[src/rtl/bus_interconnect_pkg.sv]
// Shared definitions for the single-master bus fabric: bus widths, default SoC
// memory map and FSM state encodings.
package bus_interconnect_pkg;

  localparam int DATA_BUS_W     = 32;
  localparam int MEM_ADDR_BUS_W = 32;

  // Default SoC memory map: 4 KiB windows for memory, timer and uart
  localparam logic [MEM_ADDR_BUS_W-1:0] MEM_BASE  = 32'h0000_0000;
  localparam logic [MEM_ADDR_BUS_W-1:0] MEM_MASK  = 32'h0000_F000;
  localparam logic [MEM_ADDR_BUS_W-1:0] TIM_BASE  = 32'h0000_1000;
  localparam logic [MEM_ADDR_BUS_W-1:0] TIM_MASK  = 32'h0000_F000;
  localparam logic [MEM_ADDR_BUS_W-1:0] UART_BASE = 32'h0000_2000;
  localparam logic [MEM_ADDR_BUS_W-1:0] UART_MASK = 32'h0000_F000;

  typedef enum logic [1:0] {
    IDLE   = 2'd0,
    ACCESS = 2'd1,
    ERR    = 2'd2
  } state_t;

  function automatic logic [15:0] onehot16(input logic [3:0] idx);
    onehot16 = 16'h0001 << idx;
  endfunction

endpackage

[src/rtl/bus_addr_decoder.sv]
// Combinational base/mask address decoder; the lowest-index matching window
// wins so overlapping windows are legal.
module bus_addr_decoder #(
  parameter int N_SLAVES = 4,
  parameter int ADDR_W   = 32,
  parameter int IDX_W    = (N_SLAVES > 1) ? $clog2(N_SLAVES) : 1,
  parameter logic [N_SLAVES*ADDR_W-1:0] SLV_BASE = '0,
  parameter logic [N_SLAVES*ADDR_W-1:0] SLV_MASK = '0
) (
  input  logic [ADDR_W-1:0] addr,
  output logic              hit,
  output logic [IDX_W-1:0]  idx
);

  // Walk from the top down so the lowest matching index is the last writer
  always_comb begin
    hit = 1'b0;
    idx = '0;
    for (int i = N_SLAVES - 1; i >= 0; i--) begin
      if ((addr & SLV_MASK[i*ADDR_W +: ADDR_W]) == SLV_BASE[i*ADDR_W +: ADDR_W]) begin
        hit = 1'b1;
        idx = IDX_W'(i);
      end
    end
  end

endmodule

[src/rtl/bus_interconnect.sv]
// Single-master, N-slave bus fabric: decodes, selects one slave, waits for its
// ack with a timeout, and returns steered read data or an error response.
module bus_interconnect
  import bus_interconnect_pkg::*;
#(
  parameter int N_SLAVES = 4,
  parameter int ADDR_W   = 32,
  parameter int DATA_W   = 32,
  parameter logic [N_SLAVES*ADDR_W-1:0] SLV_BASE = '0,
  parameter logic [N_SLAVES*ADDR_W-1:0] SLV_MASK = '0,
  parameter int TIMEOUT  = 16,
  parameter int ERRCNT_W = 8
) (
  input  logic                       clk,
  input  logic                       rst,
  input  logic                       m_req_i,
  input  logic                       m_we_i,
  input  logic [ADDR_W-1:0]          m_addr_i,
  input  logic [DATA_W-1:0]          m_wdata_i,
  output logic                       m_ready_o,
  output logic                       m_rvalid_o,
  output logic [DATA_W-1:0]          m_rdata_o,
  output logic                       m_err_o,
  output logic [N_SLAVES-1:0]        s_sel_o,
  output logic                       s_we_o,
  output logic [ADDR_W-1:0]          s_addr_o,
  output logic [DATA_W-1:0]          s_wdata_o,
  input  logic [N_SLAVES-1:0]        s_ack_i,
  input  logic [N_SLAVES*DATA_W-1:0] s_rdata_i,
  output logic [ERRCNT_W-1:0]        err_cnt_o
);

  localparam int IDX_W = (N_SLAVES > 1) ? $clog2(N_SLAVES) : 1;
  localparam int CNT_W = $clog2(TIMEOUT + 1);

  state_t             state;
  logic [IDX_W-1:0]   idx_q;
  logic [CNT_W-1:0]   cnt;
  logic               dec_hit;
  logic [IDX_W-1:0]   dec_idx;

  function automatic logic [ERRCNT_W-1:0] sat_inc(input logic [ERRCNT_W-1:0] v);
    return (&v) ? v : v + 1'b1;
  endfunction

  bus_addr_decoder #(
    .N_SLAVES (N_SLAVES),
    .ADDR_W   (ADDR_W),
    .IDX_W    (IDX_W),
    .SLV_BASE (SLV_BASE),
    .SLV_MASK (SLV_MASK)
  ) u_dec (
    .addr (m_addr_i),
    .hit  (dec_hit),
    .idx  (dec_idx)
  );

  assign m_ready_o = (state == IDLE);

  always_ff @(posedge clk) begin
    if (rst) begin
      state      <= IDLE;
      idx_q      <= '0;
      cnt        <= '0;
      m_rvalid_o <= 1'b0;
      m_rdata_o  <= '0;
      m_err_o    <= 1'b0;
      s_sel_o    <= '0;
      s_we_o     <= 1'b0;
      s_addr_o   <= '0;
      s_wdata_o  <= '0;
      err_cnt_o  <= '0;
    end else begin
      m_rvalid_o <= 1'b0;
      case (state)
        IDLE: begin
          if (m_req_i) begin
            s_we_o    <= m_we_i;
            s_addr_o  <= m_addr_i;
            s_wdata_o <= m_wdata_i;
            if (dec_hit) begin
              s_sel_o <= N_SLAVES'(onehot16(4'(dec_idx)));
              idx_q   <= dec_idx;
              cnt     <= '0;
              state   <= ACCESS;
            end else begin
              // Unmapped: the error response is visible during the ERR cycle
              m_rvalid_o <= 1'b1;
              m_err_o    <= 1'b1;
              m_rdata_o  <= '0;
              err_cnt_o  <= sat_inc(err_cnt_o);
              state      <= ERR;
            end
          end
        end
        ACCESS: begin
          if (s_ack_i[idx_q]) begin
            m_rvalid_o <= 1'b1;
            m_err_o    <= 1'b0;
            m_rdata_o  <= s_we_o ? '0 : s_rdata_i[idx_q*DATA_W +: DATA_W];
            s_sel_o    <= '0;
            state      <= IDLE;
          end else if (cnt == CNT_W'(TIMEOUT - 1)) begin
            m_rvalid_o <= 1'b1;
            m_err_o    <= 1'b1;
            m_rdata_o  <= '0;
            err_cnt_o  <= sat_inc(err_cnt_o);
            s_sel_o    <= '0;
            state      <= IDLE;
          end else begin
            cnt <= cnt + 1'b1;
          end
        end
        ERR:     state <= IDLE;
        default: state <= IDLE;
      endcase
    end
  end

endmodule

[config.mk]
export PLATFORM = sky130hd
export DESIGN_NAME = bus_interconnect
export DESIGN_NICKNAME = d
export VERILOG_FILES = /design/src/rtl/bus_interconnect_pkg.sv /design/src/rtl/bus_addr_decoder.sv /design/src/rtl/bus_interconnect.sv
export SDC_FILE = /design/constraint.sdc
export NUM_CORES = 1
export LEC_CHECK = 0
export CAP_MARGIN = 20
export CORE_ASPECT_RATIO = 1.75
export CORE_MARGIN = 4
export CORE_UTILIZATION = 37
export DETAILED_ROUTE_END_ITERATION = 7
export PLACE_DENSITY = 0.8
export SLEW_MARGIN = 20
export SYNTH_ARGS = -nofsm -noshare
export SYNTH_HDL_FRONTEND = slang
export SYNTH_HIERARCHICAL = 1
export SYNTH_SLANG_ARGS = --single-unit
export TNS_END_PERCENT = 10
[constraint.sdc]
create_clock -name clk -period 2.6 [get_ports clk]
set_input_delay 0.52 -clock clk [delete_from_list [all_inputs] [get_ports clk]]
set_output_delay 0.52 -clock clk [all_outputs]
set_load 0.005 [all_outputs]
==> flow_summary.rst <==
.. list-table::
   :header-rows: 1

   * - Metric
     - Value
   * - Run status
     - complete, no violations
   * - Main synth FF type
     - sky130_fd_sc_hd__dfxtp_1
   * - Startpoint type of the worst setup path
     - flip-flop
   * - Die outline width
     - 96.6 um
   * - Count of antenna-violating nets left after detailed routing
     - 0
   * - Routed length per placed instance
     - 18.5 um
   * - PwrDens
     - between 500 and 600 nW/um^2
   * - Max frequency
     - 459 MHz
   * - Mapped Avg Cell Area
     - around 9.6 sq um
   * - Area leader, netlist
     - sky130_fd_sc_hd__dfxtp_1
   * - Final weighted congestion of routability-driven global placement
     - 0.889
   * - Worst path setup slack after routing
     - about 420 ps
   * - Cts repair resizes
     - 0
   * - Core area
     - 13500 sq um
   * - Family of cells with the greatest summed delay on the critical path
     - simple AND/OR/NAND/NOR gates
   * - Layout Skew
     - 14.3 ps
   * - CTS sink count
     - 120
   * - Number of synthesized register bits
     - 120
   * - CP most frequent cell
     - sky130_fd_sc_hd__ha_1
   * - Final instance area
     - 8960 sq um
   * - DP Area
     - between 8000 and 9000 sq um
   * - Post-DR vias/cell
     - 5.17
   * - Crit path time final
     - roughly 2200 ps
   * - Cell leakage power
     - 3.24 nW
   * - Launch instance of the worst register-to-register path
     - cnt[0]
   * - I/O pin cnt
     - between 300 and 400
   * - Number of buffers between clock root and the deepest sink
     - 2
   * - Die area
     - 15800 sq um
   * - Final worst path period share
     - 83.8%
   * - Final-stage net count
     - around 1000
   * - Number of enable-type register cells in the synthesized netlist
     - 0
   * - Accumulated negative setup slack
     - 0 ps
   * - Placed Cells incl. Taps
     - 983
   * - R2R depth
     - 8
   * - Die Span Y
     - roughly 160 um
   * - Depth of the critical timing path with buffers and inverters included
     - 8
   * - Global router's overall resource usage
     - 23.6%
   * - Hold Crit Class
     - flip-flop to flip-flop
   * - Share of the synthesized area in the top cell type
     - 47.3%
   * - Total setup buffers inserted after CTS
     - 0
   * - Total wirelength of the detailed-routed design
     - 18800 um
   * - CP Capture Type
     - flip-flop
   * - Std cell rows
     - 56
   * - Final design utilization
     - 66.6%
   * - Count of fill cells added during filler insertion
     - around 1100
   * - Number of buffers created by CTS
     - 17
   * - Vias
     - 5255
   * - Global-route wire length before repair
     - between 20000 and 30000 um
   * - Port Buffer Count
     - 311
   * - Crit path largest cell delay
     - about 380 ps
   * - Worst Path Max Fanout
     - 13
   * - Start point of the critical path
     - cnt[0]
   * - Number of pins exceeding their max-slew limit in the final report
     - 0
   * - Number of endpoints failing setup at the final stage
     - 0
   * - Count of yosys warnings during synthesis
     - 6
   * - Pin count of the biggest net entering global routing
     - 68
   * - Maximum ir drop on the vdd rail
     - between 0.4 and 0.5 mV
   * - Post-route DRC violation count
     - 0
   * - Unrepaired setup endpoints after global routing
     - false
   * - Critical path type
     - flip-flop to flip-flop
   * - Ratio of cells with drive above 1 in the final layout
     - roughly a tenth
   * - Count of H-tree levels built during CTS
     - 4
   * - Cell Count, Final, Fillers Out
     - 1016
   * - Clock Pin Slew Worst Setup and Hold Paths
     - about 60 ps
   * - Synth Instances
     - 529
   * - Hold Buf Count CTS
     - 0
   * - Worst path arrival time
     - 2470 ps
   * - Post-synthesis async set-or-reset flop share
     - 0%
   * - Cell Chain, Critical Path
     - ha_1, and3_1, ha_1, and3b_1, o22ai_1, buf_4, nor4_1, mux2_2
   * - Beginning of the worst hold path
     - s_addr_o[27]
   * - Max-cap viol count
     - 0
   * - Worst path slowest cell
     - sky130_fd_sc_hd__dfxtp_1
   * - Initial core utilization
     - a little under two fifths
   * - Number of endpoints with negative hold slack in the final report
     - 0
   * - Via count of the first global-routing pass
     - roughly 5500
   * - Final hold slack
     - 454 ps
   * - TritonRoute pass-1 iters
     - 4
   * - Area overhead of the layout relative to synthesis
     - 76.2%
   * - Master cell of the clock root buffer
     - sky130_fd_sc_hd__clkbuf_16
   * - Number of DRC markers in iteration 0
     - ~170
   * - Design Power
     - 5.20 mW
   * - Relative slew slack
     - 49.9%
   * - Total standard cell area after synthesis
     - 5080 sq um
   * - CP required
     - 2890 ps
   * - TritonCTS clock tree
     - done
   * - Hold-critical path depth
     - 2
   * - Post-placement setup slack
     - between 150 and 200 ps
   * - Cells taking the most area after synthesis
     - sky130_fd_sc_hd__dfxtp_1, sky130_fd_sc_hd__mux4_2, sky130_fd_sc_hd__nand2_1
   * - Overflow after GRT
     - 0
   * - Number of antenna violations at the first check in global routing
     - 1
   * - Clock latency on the worst-skew pair
     - around 420 ps
   * - Detailed-placement wirelength estimate
     - 14800 um
   * - Number of unique standard cell types used by synthesis
     - 41
   * - Transition time at the pin with the least slew margin
     - ~750 ps
   * - Number of buffer and inverter instances along the worst setup path
     - 1
   * - Seq/Total Area, Yosys
     - 47.3%
## per-layer routing
metal  wire length [um]  track usage [%]  part of all wire (%)  vias up
li1                   -                -                     -     2483
met1               6600             24.4                    35     2459
met2              10200             43.1                    54      263
met3               1270             6.41                   6.8       50
met4                801             12.6                   4.3        0
met5                  0                0                     0        -
## kinds of logic (layout without fill, tap and decap cells)
logic type               Yosys count  in the layout  share of synthesized area, %
AO/OA/AOI/OAI                    125            125                          15.5
adder cells (fa/ha/maj)            3              3                         0.738
buffers and inverters             50            361                          4.23
flip-flops                       120            120                          47.3
multiplexers                      38             38                          15.7
other                              2              4                         0.148
AND/OR/NAND/NOR                  191            191                          16.4
## sequential cells by signal, summed over array words and instances (netlist names)
register    flops
m_rdata_o      32
s_we_o          1
err_cnt_o       8
s_wdata_o      32
m_rvalid_o      1
s_sel_o         4
state           2
idx_q           2
m_err_o         1
s_addr_o       32
cnt             5
## area by class of cell
type / instances / area, sq um / area share [%]
Timing Repair Buffer: 324 / 3230 / 36.1
Multi-Input combinational cell: 360 / 2490 / 27.8
Sequential cell: 120 / 2400 / 26.8
Clock buffer: 19 / 453 / 5.06
Tap cell: 174 / 218 / 2.43
Clock inverter: 13 / 145 / 1.62
Inverter: 5 / 18.8 / 0.210
Antenna cell: 1 / 2.50 / 0.0279
## path summary, 6_finish.rpt
check                  to  slack [ps]
min          s_addr_o[27]         450
max          err_cnt_o[5]         420
max reg2reg  err_cnt_o[5]         420
min reg2reg  s_addr_o[27]         450
## cells in the mapped netlist, types with 2 or more instances
cell type / n
sky130_fd_sc_hd__ha_1: 3
sky130_fd_sc_hd__or3_1: 4
sky130_fd_sc_hd__nor3b_1: 2
sky130_fd_sc_hd__nor2_1: 10
sky130_fd_sc_hd__buf_2: 7
sky130_fd_sc_hd__nor4_1: 3
sky130_fd_sc_hd__nor3_1: 4
sky130_fd_sc_hd__or4_1: 3
sky130_fd_sc_hd__nand2b_1: 2
sky130_fd_sc_hd__a21oi_1: 76
sky130_fd_sc_hd__conb_1: 2
sky130_fd_sc_hd__a31oi_1: 2
sky130_fd_sc_hd__nor2b_1: 5
sky130_fd_sc_hd__buf_1: 2
sky130_fd_sc_hd__a32o_1: 2
sky130_fd_sc_hd__clkbuf_1: 32
sky130_fd_sc_hd__o21ai_0: 3
sky130_fd_sc_hd__nand3_1: 9
sky130_fd_sc_hd__o22ai_1: 2
sky130_fd_sc_hd__buf_4: 3
sky130_fd_sc_hd__mux4_2: 33
sky130_fd_sc_hd__mux2_2: 3
sky130_fd_sc_hd__dfxtp_1: 120
sky130_fd_sc_hd__mux2i_1: 2
sky130_fd_sc_hd__nand3b_1: 2
sky130_fd_sc_hd__o31ai_1: 3
sky130_fd_sc_hd__a22o_1: 34
sky130_fd_sc_hd__nand2_1: 139
sky130_fd_sc_hd__inv_1: 5
## report_power, final
group / internal [mW] / switching (mW)
logic: 0.555 / 0.317
registers: 1.93 / 0.0522
clock network: 1.47 / 0.877
## layout by cell type, fill, tap and decap left out, drive strengths merged, types with 4 or more instances in the layout
cell             n
buf             14
nand2          139
clkinv           6
clkdlybuf4s50  310
dfxtp          120
nand3            9
or3              4
mux4            33
inv              7
a22o            34
a21oi           76
nor2            11
clkbuf          19
nor2b            5
nor3             4
## tightest hold or removal path: cells and delay by family, from the launching register on
family / cells / cell delay, ps
AO/OA/AOI/OAI: 1 / 50
flip-flops: 1 / 300
AND/OR/NAND/NOR: 1 / 50
Note: power is estimated with default switching activity, not from simulation.
